File: config.mk
export PLATFORM = sky130hd
export DESIGN_NAME = div_seq_signed_flat
export DESIGN_NICKNAME = d
export VERILOG_FILES = /design/src/rtl/alu_pkg.sv /design/src/rtl/div_seq_signed_if.sv /design/src/rtl/div_trial_sub.sv /design/src/rtl/div_seq_signed.sv /design/src/flat_wrapper.sv
export SDC_FILE = /design/constraint.sdc
export NUM_CORES = 1
export LEC_CHECK = 0
export ABC_AREA = 1
export CORE_UTILIZATION = 60
export DETAILED_ROUTE_END_ITERATION = 16
export PLACE_DENSITY = 0.82
export SLEW_MARGIN = 15
export SYNTH_ARGS = -nofsm -noshare
export SYNTH_HDL_FRONTEND = slang
export SYNTH_SLANG_ARGS = --single-unit
export TNS_END_PERCENT = 50
File: constraint.sdc
create_clock -name clock -period 9.6 [get_ports clock]
set_clock_uncertainty 0.2 [all_clocks]
set_input_delay 1.92 -clock clock [delete_from_list [all_inputs] [get_ports clock]]
set_output_delay 1.92 -clock clock [all_outputs]
set_load 0.05 [all_outputs]
File: src/rtl/alu_pkg.sv
// alu_pkg: shared ALU widths and divider state encodings
package alu_pkg;
  localparam int ALU_WIDTH = 32;
  localparam int DIV_CW = $clog2(ALU_WIDTH);
  typedef enum logic [1:0] {
    DIV_IDLE = 2'd0,
    DIV_RUN  = 2'd1,
    DIV_DONE = 2'd2
  } div_state_e;
endpackage

File: src/rtl/div_seq_signed_if.sv
// div_seq_signed_if: start/operand and result/handshake bundle for the sequential divider
interface div_seq_signed_if import alu_pkg::*; #(parameter int WIDTH = ALU_WIDTH);
  logic             ctrl_DIV;
  logic [WIDTH-1:0] data_operandA;
  logic [WIDTH-1:0] data_operandB;
  logic [WIDTH-1:0] data_result;
  logic             data_exception;
  logic             data_resultRDY;
  modport master (output ctrl_DIV, data_operandA, data_operandB,
                  input  data_result, data_exception, data_resultRDY);
  modport slave  (input  ctrl_DIV, data_operandA, data_operandB,
                  output data_result, data_exception, data_resultRDY);
endinterface

File: src/rtl/div_trial_sub.sv
// div_trial_sub: restoring trial subtract a - b (invert b, carry-in 1); ge is the carry out (no borrow)
module div_trial_sub #(parameter int N = 33) (
  input  logic [N-1:0] a,
  input  logic [N-1:0] b,
  output logic [N-1:0] diff,
  output logic         ge
);
  always_comb {ge, diff} = {1'b0, a} + {1'b0, ~b} + {{N{1'b0}}, 1'b1};
endmodule

File: src/rtl/div_seq_signed.sv
// div_seq_signed: signed restoring divider, one quotient bit per cycle, RDY WIDTH+1 edges after start
module div_seq_signed import alu_pkg::*; #(parameter int WIDTH = ALU_WIDTH) (
  input logic clock,
  input logic reset,
  div_seq_signed_if.slave bus
);
  localparam int CW = $clog2(WIDTH);
  div_state_e state_q, state_d;
  logic [CW-1:0]  cnt;
  logic [WIDTH:0] rem, rem_sh, diff;
  logic [WIDTH-1:0] dvd, dsr, q, result;
  logic qsign, dz, exc, rdy, ge;
  assign rem_sh = {rem[WIDTH-1:0], dvd[WIDTH-1]};
  assign bus.data_result = result;
  assign bus.data_exception = exc;
  assign bus.data_resultRDY = rdy;
  div_trial_sub #(.N(WIDTH+1)) u_sub (.a(rem_sh), .b({1'b0, dsr}), .diff(diff), .ge(ge));
  always_comb begin
    state_d = state_q;
    state_d = bus.ctrl_DIV ? DIV_RUN
            : state_q == DIV_RUN ? (cnt == CW'(WIDTH-1) ? DIV_DONE : DIV_RUN)
            : DIV_IDLE;
  end
  always_ff @(posedge clock or posedge reset)
    if (reset) state_q <= DIV_IDLE;
    else state_q <= state_d;
  // a start on any state, including DONE, restarts and suppresses the pending result
  always_ff @(posedge clock or posedge reset) begin
    if (reset) begin
      cnt <= '0; rem <= '0; dvd <= '0; dsr <= '0; q <= '0;
      qsign <= 1'b0; dz <= 1'b0; result <= '0; exc <= 1'b0; rdy <= 1'b0;
    end else if (bus.ctrl_DIV) begin
      dvd <= bus.data_operandA[WIDTH-1] ? -bus.data_operandA : bus.data_operandA;
      dsr <= bus.data_operandB[WIDTH-1] ? -bus.data_operandB : bus.data_operandB;
      qsign <= bus.data_operandA[WIDTH-1] ^ bus.data_operandB[WIDTH-1];
      dz <= bus.data_operandB == '0;
      rem <= '0; q <= '0; cnt <= '0; rdy <= 1'b0;
    end else begin
      rdy <= state_q == DIV_DONE;
      if (state_q == DIV_RUN) begin
        rem <= ge ? diff : rem_sh;
        dvd <= dvd << 1;
        q <= {q[WIDTH-2:0], ge};
        cnt <= cnt + 1'b1;
      end
      if (state_q == DIV_DONE) begin
        result <= dz ? '0 : qsign ? -q : q;
        exc <= dz;
      end
    end
  end
endmodule
File: src/flat_wrapper.sv
// flat-port wrapper written by rule: the top's interface ports become plain ports
module div_seq_signed_flat import alu_pkg::*;
#(parameter int WIDTH = ALU_WIDTH)
  (clock, reset, bus_ctrl_DIV, bus_data_operandA, bus_data_operandB, bus_data_result, bus_data_exception, bus_data_resultRDY);
  div_seq_signed_if #(.WIDTH(WIDTH)) bus_i ();
  input logic clock;
  input logic reset;
  input wire logic [$bits(bus_i.ctrl_DIV)-1:0] bus_ctrl_DIV;
  input wire logic [$bits(bus_i.data_operandA)-1:0] bus_data_operandA;
  input wire logic [$bits(bus_i.data_operandB)-1:0] bus_data_operandB;
  output wire logic [$bits(bus_i.data_result)-1:0] bus_data_result;
  output wire logic [$bits(bus_i.data_exception)-1:0] bus_data_exception;
  output wire logic [$bits(bus_i.data_resultRDY)-1:0] bus_data_resultRDY;
  assign bus_i.ctrl_DIV = bus_ctrl_DIV;
  assign bus_i.data_operandA = bus_data_operandA;
  assign bus_i.data_operandB = bus_data_operandB;
  assign bus_data_result = bus_i.data_result;
  assign bus_data_exception = bus_i.data_exception;
  assign bus_data_resultRDY = bus_i.data_resultRDY;
  div_seq_signed #(.WIDTH(WIDTH)) u_core (.clock(clock), .reset(reset), .bus(bus_i));
endmodule
==> results.yml <==
run_status:
  outcome: "finished clean"
cells_and_area:
  final_common_cell: "nand2_1"
  diodes: 0
  fin_util: 0.704
  syn_to_final_growth_pct: 14.9
  nNetsFinal: 1935
  drive_above_1_share: 0.0429
  final_cell_mix: "nand2_1, inv_1, dfrtp_1"
  fin_cells: 2108
  fillers: 1633
routing:
  num_vias: 12100
  antenna_left: 0
  dr.first_iter.drc_count: 1160
  first_pass_iters: 6
  wirelength_mm: 32.1
  drc: 0
  viasPerCell: 5.74
  wl_per_cell_um: 15.2
synth:
  ys_seq_area_frac: 0.359
  yosysWarnings: 0
  synthCells: 1758
  synth_nets: 1863
  netlist_area_um2: 11900
  synth.distinct_cells: 45
  ys_seq_elements: 171
  synth_edf_count: 0
  async_flop_share: 1.00
  syn_area_per_cell_um2: 6.78
  synth_flop_cell: "dfrtp_1"
clock_tree:
  cts_buffer_depth: 2
  ctsHoldBuffers: 0
  clock-sinks: 171
  htree_num_levels: 4
  cts_root_buf: "clkbuf_16"
  cts_setup_buffers: 0
  path_clk_slew_ps: 70
  cts_made_buffers: 17
  cts_resized: 0
  cts_tree: "done"
  clock_latency_ps: 430
global_route:
  gr-total-overflow: 0
  grt_pass1_wl_mm: 53.1
  grt_start_max_net_pins: 68
  grt_pass1_vias: 11000
  antenna_found_initial: 0
  grt_use_total: 0.329
sta:
  setup_viol: 0
  rsz0062_at_grt: "false"
  min_period_ps: 3950
  drv_slew: 0
  tns_ps: 0
  tightest_slew_ps: 1100
  fmax_ghz: 0.253
  min_period_over_period: 0.411
  relSlewSlack: 0.266
  finalHoldViolations: 0
setup_path:
  r2r_cells: 13
  reg2reg_slack_ps: 6460
  cp-endpoint: "u_core.rem[8]"
  cp-end-kind: "async pin"
  worstPathRequired_ps: 9910
  reg2reg_to: "u_core.rem[21]"
  startpoint: "reset"
  crit_type: "in2async"
  r2r_start: "u_core.rem[22]"
  path_max_fanout: 67
  start_kind: "primary input"
  arrival_ps: 4260
placement:
  portBuffers: 100
  dp_cells: 2076
  gp_congestion: 0.973
  dp_hpwl_mm: 23.3
worst_hold_path:
  worstHoldPathType: "reg2reg"
floorplanning:
  chipHeight_um: 143
  std_cell_rows: 51
  dieArea_um2: 20400
  core_area_um2: 19500
  floorplan.initialDensity: 0.613
  die_x_um: 143
  ioPinCount: 101
pwr:
  power_density_nw_per_um2: 219
  power_leakage_uw: 0.00702
  vdd_ir_drop_max_v: 0.000129
run:
  drv_cap: 0
worst min path at each step:
| stage | startpoint | depth (start not counted) | endpoint | slack [ps] |
|---|---|---|---|---|
| floorplan | u_core.cnt[3] | 1 | u_core.cnt[3] | 230 |
| global placement | u_core.cnt[3] | 1 | u_core.cnt[3] | 250 |
| detailed placement | u_core.cnt[3] | 1 | u_core.cnt[3] | 260 |
| CTS | u_core.cnt[3] | 1 | u_core.cnt[3] | 270 |
| global route | u_core.bus.data_result[22] | 2 | u_core.bus.data_result[22] | 310 |
| finish | u_core.cnt[3] | 1 | u_core.cnt[3] | 270 |
critical path: stages:
cell and delay (ps):
clkdlybuf4s50_1 470, inv_6 470, buf_4 680, buf_4 640
through the flow:
stage / instance area (µm²) / hold WS (ps) / worst slack (ps) / power (µW)
floorplan: 11900 / 233 / 2850 / 1940
global placement: 13100 / 254 / 5110 / 2210
detailed placement: 13100 / 260 / 5060 / 2240
CTS: 13700 / 274 / 5520 / 2990
global route: 13700 / 308 / 5310 / 3230
finish: 13700 / 274 / 5650 / 3010
report_power, final:
group          internal (µW)  switching [µW]  total (µW)
sequential               814            67.5         882
combinational            484             897        1380
clock                    433             311         743
total                   1730            1280        3010
cell usage after synthesis, drive strengths merged (4+ instances only):
library cell  number  area share
o31ai             14      0.0088
nand3            170       0.072
nor3              33       0.016
o22ai             34       0.018
a21oi             58       0.026
xnor2             15       0.011
a22oi             29       0.018
o21ai            116       0.049
and2               4      0.0021
ha                37       0.039
dfrtp            171        0.36
xor2              31       0.023
nand4             24       0.013
clkbuf            33       0.010
nand3b            13      0.0082
inv              256       0.081
nor2             150       0.051
o211ai             4      0.0025
clkinv             4      0.0013
nand2            519        0.17
buf               23       0.011
layer usage:
| layer | global-route usage | routed length (µm) | vias to the layer above |
|---|---|---|---|
| met5 | 0 | 0 | - |
| met2 | 0.504 | 14300 | 528 |
| met1 | 0.472 | 14500 | 5643 |
| met4 | 0.114 | 766 | 0 |
| li1 | - | - | 5853 |
| met3 | 0.0483 | 2570 | 69 |
cell type report:
class                      count  area, µm²  share of cell area
clock buffer                  20        457              0.0333
tap                          265        332              0.0242
sequential                   171       4280               0.312
inverter                     260        981              0.0716
timing repair buffer         109       1060              0.0776
clock inverter                12        178              0.0130
multi-input combinational   1271       6420               0.468
cells by family (layout without fill, tap and decap cells):
family / after synthesis / count (layout) / synth area share
simple gates: 919 / 919 / 0.333
buf+inv: 316 / 401 / 0.103
compound gates: 268 / 268 / 0.131
flops: 171 / 171 / 0.359
xor+xnor: 46 / 46 / 0.0338
fa+ha+maj: 38 / 38 / 0.0405
sequential cells by signal (all words and copies together), names as in the netlist:
name	count
u_core.q	32
u_core.qsign	1
u_core.rem	32
u_core.dvd	32
u_core.bus.data_result	32
u_core.bus.data_exception	1
u_core.bus.data_resultRDY	1
u_core.dsr	32
u_core.state_q	2
u_core.cnt	5
u_core.dz	1
(Power assumes the default switching activity.)
